`src/rtl/gate_sweep_ctrl.sv`:
```
// gate_sweep_ctrl: walks every input vector of a small combinational gate,
// holds each one long enough to settle, checks the gate output against a
// reference reduction and reports the mismatch count, first failing vector
// and an overall pass flag.
module gate_sweep_ctrl #(
    parameter int N_IN       = 2,   // gate inputs, sweep covers 2^N_IN vectors
    parameter int SETTLE_CYC = 2,   // cycles each vector is held before sampling
    parameter int EXP_OP     = 0    // 0:&  1:|  2:^  3:~&
) (
    input  logic            clk,
    input  logic            rst_n,
    input  logic            start_i,
    input  logic            abort_i,
    output logic [N_IN-1:0] gate_in_o,
    input  logic            gate_y_i,
    output logic            busy_o,
    output logic            done_o,
    output logic            pass_o,
    output logic [N_IN:0]   err_count_o,
    output logic            fail_valid_o,
    output logic [N_IN-1:0] first_fail_vec_o
);

    typedef enum logic [1:0] {IDLE, SETTLE, CHECK, DONE} state_t;

    localparam logic [7:0]      WAIT_LD  = 8'(SETTLE_CYC - 1);
    localparam logic [N_IN-1:0] LAST_VEC = {N_IN{1'b1}};

    state_t          state_q, state_d;
    logic [N_IN-1:0] vec_q, vec_d;
    logic [7:0]      wait_q, wait_d;
    logic [N_IN:0]   err_q, err_d;
    logic            fv_q, fv_d;
    logic [N_IN-1:0] ffv_q, ffv_d;
    logic            pass_q, pass_d;
    logic            exp_y;

    // Reference value the gate should produce for the vector on its inputs
    always_comb begin
        case (EXP_OP)
            1:       exp_y = |vec_q;
            2:       exp_y = ^vec_q;
            3:       exp_y = ~&vec_q;
            default: exp_y = &vec_q;
        endcase
    end

    // Sequencer: next state and next value of every result register
    always_comb begin
        state_d = state_q;
        vec_d   = vec_q;
        wait_d  = wait_q;
        err_d   = err_q;
        fv_d    = fv_q;
        ffv_d   = ffv_q;
        pass_d  = pass_q;
        case (state_q)
            IDLE: begin
                if (start_i && !abort_i) begin
                    vec_d   = '0;
                    err_d   = '0;
                    fv_d    = 1'b0;
                    ffv_d   = '0;
                    pass_d  = 1'b0;
                    wait_d  = WAIT_LD;
                    state_d = SETTLE;
                end
            end
            SETTLE: begin
                if (wait_q == 8'd0) state_d = CHECK;
                else                wait_d  = wait_q - 8'd1;
            end
            CHECK: begin
                if (gate_y_i != exp_y) begin
                    err_d = err_q + (N_IN+1)'(1);
                    if (!fv_q) begin
                        ffv_d = vec_q;
                        fv_d  = 1'b1;
                    end
                end
                // equality compare on the last vector so the counter never wraps
                if (vec_q == LAST_VEC) begin
                    state_d = DONE;
                end else begin
                    vec_d   = vec_q + N_IN'(1);
                    wait_d  = WAIT_LD;
                    state_d = SETTLE;
                end
            end
            DONE: begin
                pass_d  = (err_q == '0);
                state_d = IDLE;
            end
            default: state_d = IDLE;
        endcase
        // abort overrides everything; partial error results are kept
        if (abort_i && state_q != IDLE) begin
            state_d = IDLE;
            vec_d   = '0;
            pass_d  = 1'b0;
            wait_d  = wait_q;
            err_d   = err_q;
            fv_d    = fv_q;
            ffv_d   = ffv_q;
        end
    end

    // State and result registers
    always_ff @(posedge clk or negedge rst_n) begin
        if (!rst_n) begin
            state_q <= IDLE;
            vec_q   <= '0;
            wait_q  <= '0;
            err_q   <= '0;
            fv_q    <= 1'b0;
            ffv_q   <= '0;
            pass_q  <= 1'b0;
        end else begin
            state_q <= state_d;
            vec_q   <= vec_d;
            wait_q  <= wait_d;
            err_q   <= err_d;
            fv_q    <= fv_d;
            ffv_q   <= ffv_d;
            pass_q  <= pass_d;
        end
    end

    assign gate_in_o        = vec_q;
    assign busy_o           = (state_q == SETTLE) || (state_q == CHECK);
    assign done_o           = (state_q == DONE);
    assign pass_o           = pass_q;
    assign err_count_o      = err_q;
    assign fail_valid_o     = fv_q;
    assign first_fail_vec_o = ffv_q;

endmodule
```
`config.mk`:
```
export PLATFORM = sky130hd
export DESIGN_NAME = gate_sweep_ctrl
export DESIGN_NICKNAME = d
export VERILOG_FILES = /design/src/rtl/gate_sweep_ctrl.sv
export SDC_FILE = /design/constraint.sdc
export NUM_CORES = 1
export LEC_CHECK = 0
export CORE_ASPECT_RATIO = 0.8
export CORE_MARGIN = 2
export CORE_UTILIZATION = 55
export CTS_BUF_LIST = sky130_fd_sc_hd__clkbuf_16
export DETAILED_ROUTE_END_ITERATION = 8
export PLACE_DENSITY = 0.77
export SYNTH_ARGS = -nofsm -noshare
export SYNTH_HDL_FRONTEND = slang
export SYNTH_SLANG_ARGS = --single-unit
```
`constraint.sdc`:
```
create_clock -name clk -period 3.4 [get_ports clk]
set_input_delay 0.68 -clock clk [delete_from_list [all_inputs] [get_ports clk]]
set_output_delay 0.68 -clock clk [all_outputs]
set_load 0.05 [all_outputs]
```
==> flow_metrics.tcl <==
set metrics [dict create \
    asyncSetResetFlopFracSynth_pct 100 \
    clock_skew_ns 0.00325 \
    die-height_microns 46.3 \
    detail_route.iter0.violations 55 \
    design_area_sq_mm 0.00146 \
    nNetsFinal 162 \
    hold_path_class "register to register" \
    routed_wl_microns 2540 \
    critPathMaxFanout 6 \
    met3_wirelength_microns 134 \
    initial_antenna_violation_count 0 \
    firstDrtPassIters 4 \
    netlist_top_cells_area "sky130_fd_sc_hd__dfrtp_1, sky130_fd_sc_hd__ha_1, sky130_fd_sc_hd__a22o_1" \
    cts-root-to-sink-buffers 2 \
    num_antenna_cells 0 \
    final_layout_size_suffix_gt1_share_pct 6.16 \
    synth-edff-count 0 \
    cts_repair_resize_count 0 \
    top_layer_used "met4" \
    first_global_vias 884 \
    pin_count 16 \
    final.period_utilization_pct 76.5 \
    arrival_ns 1.92 \
    critical_path.endpoint_type "output pin" \
    synth.lib_cells_used.distinct 38 \
    layout-area-overhead-vs-synth_pct 18.9 \
    synth.top_cell.area_share_pct 38.7 \
    yosys_most_used_dff "sky130_fd_sc_hd__dfrtp_1" \
    maximum_number_of_pins_on_one_net_before_global_route_repair 20 \
    final_min_period_ns 2.60 \
    total_leakage_power_nw 0.684 \
    met1Wirelength_microns 1250 \
    area_enclosed_by_the_die_boundary_sq_mm 0.00263 \
    cts_root_buffer "sky130_fd_sc_hd__clkbuf_16" \
    drv.max_cap_violation_count 0 \
    ys_seq_area_share_pct 38.7 \
    worst_setup_path_start_kind "register" \
    cellPowerDensity_mw_per_mm2 894 \
    route.detailed.drc 0 \
    yosys.area.top_type "sky130_fd_sc_hd__dfrtp_1" \
    gp_congestion 0.803 \
    ir_drop_mv 0.731 \
    initial_utilization_pct 57.4 \
    fin_worst_hold_slack_ns 0.527 \
    met2_length_microns 1110 \
    cts_inserted_buffers 3 \
    yosys_register_bits 19 \
    core_area_sq_mm 0.00214 \
    vias 1031 \
    fill_cells 182 \
    tritoncts_clock_tree "yes" \
    worst-slew-pin-transition_ns 0.837 \
    number_of_hold_violations_in_the_final_report 0 \
    mostFrequentLayoutCell "sky130_fd_sc_hd__dfrtp_1" \
    cp.required_ns 2.72 \
    syn_avg_cell_area_sq_um 9.31 \
    finalSetupViolCount 0 \
    max_freq_mhz 384 \
    synthesized_nets 147 \
    post_drt_via_cell_ratio 6.03 \
    hpwlAfterDp_microns 1850 \
    worst_slew_margin_rel_pct 44.0 \
    detailed_place.area_sq_mm 0.00138 \
    worst_path_clk_slew_ns 0.05 \
    cts_hold_buf 0 \
    grt_util_overall_pct 21.5 \
    rsz0062_at_grt "false" \
    grt.overflow.total 0 \
    worstSetupPathType "register to output pin" \
    cts.repair_timing.setup_buffer_count 0 \
    finalMaxSlewViolations 0 \
    drt.antenna.violating_nets 0 \
    syn_area_sq_mm 0.00123 \
    grt_pass1_wl_microns 4160 \
    port_buffer_count 15 \
    setup-tns-final_ns 0 \
    clkLatencyLatePin_ns 0.25 \
    final_cell_mix "sky130_fd_sc_hd__dfrtp_1, sky130_fd_sc_hd__clkdlybuf4s50_1, sky130_fd_sc_hd__inv_1" \
    floorplan.die.width_microns 56.8 \
    route.detailed.wl_per_inst_microns 14.9 \
    ctsHtreeMaxLevel 1 \
    ys_warn_count 0 \
    syn-instance-count 132 \
    clock_sinks 19 \
    floorplan.rows 15 \
    run_status "finished clean" \
]
critical path, cell delays in order, from the launching register on:
cell,delay (ns)
sky130_fd_sc_hd__dfrtp_1,0.46
sky130_fd_sc_hd__inv_1,0.12
sky130_fd_sc_hd__ha_1,0.29
sky130_fd_sc_hd__clkdlybuf4s50_1,0.79
cell type report:
type	instances	area, sq um	share of cell area, %
Clock buffer	3	75.1	5.14
Clock inverter	1	3.75	0.257
Inverter	13	48.8	3.34
Multi-Input combinational cell	95	677	46.3
Sequential cell	19	475	32.5
Tap cell	25	31.3	2.14
Timing Repair Buffer	15	150	10.3
flip-flops by register name (all words and copies together) (netlist names):
name,cells
fail_valid_o,1
gate_in_o,2
state_q,2
pass_o,1
first_fail_vec_o,2
err_count_o,3
wait_q,8
cells by family after synthesis:
| group | after synthesis | synth area share, % |
|---|---|---|
| buffers and inverters | 18 | 6.21 |
| AND/OR/NAND/NOR | 48 | 21.3 |
| XOR/XNOR | 1 | 0.713 |
| multiplexers | 8 | 6.82 |
| adder cells (fa/ha/maj) | 10 | 10.2 |
| flip-flops | 19 | 38.7 |
| AO/OA/AOI/OAI | 28 | 16.1 |
metal layers:
metal	vias up	track usage [%]
li1	498	-
met1	504	29.8
met2	24	32.1
met3	5	6.46
met4	0	8.37
met5	-	0
synthesized netlist by cell type, types with 5 or more instances:
cell / count
sky130_fd_sc_hd__a22o_1: 6
sky130_fd_sc_hd__ha_1: 10
sky130_fd_sc_hd__inv_1: 13
sky130_fd_sc_hd__o21ai_0: 8
sky130_fd_sc_hd__dfrtp_1: 19
sky130_fd_sc_hd__mux2i_1: 5
sky130_fd_sc_hd__nand3_1: 6
sky130_fd_sc_hd__nand2_1: 11
sky130_fd_sc_hd__nor2_1: 8
sky130_fd_sc_hd__nor3_1: 5
final timing paths:
kind	start	to	cells past startpoint	slack, ns
min in group asynchronous	rst_n	wait_q[7]$_DFFE_PN0P_	1	0.91
hold reg to reg	wait_q[4]$_DFFE_PN0P_	wait_q[4]$_DFFE_PN0P_	1	0.53
hold / removal	wait_q[4]$_DFFE_PN0P_	wait_q[4]$_DFFE_PN0P_	1	0.53
setup reg to reg	state_q[0]$_DFFE_PN0P_	wait_q[2]$_DFFE_PN0P_	6	1.01
max in group asynchronous	rst_n	gate_in_o[0]$_DFFE_PN0P_	1	1.97
setup / recovery	state_q[0]$_DFFE_PN0P_	busy_o	3	0.80
power breakdown:
part	internal, mW	switching [mW]
registers	0.293	0.0757
clock network	0.156	0.0824
logic	0.273	0.426
total	0.722	0.584
metrics by stage:
step	worst slack [ns]	utilization [%]	cells	power (mW)
final	0.798	68.3	171	1.31
after global routing	0.752	68.3	171	1.40
after CTS	0.791	68.3	171	1.32
after detailed placement	0.822	64.6	167	1.06
after global placement	0.883	64.6	167	1.04
after floorplan	1.28	-	132	0.903
No activity file was read; power rests on OpenSTA's default activity.
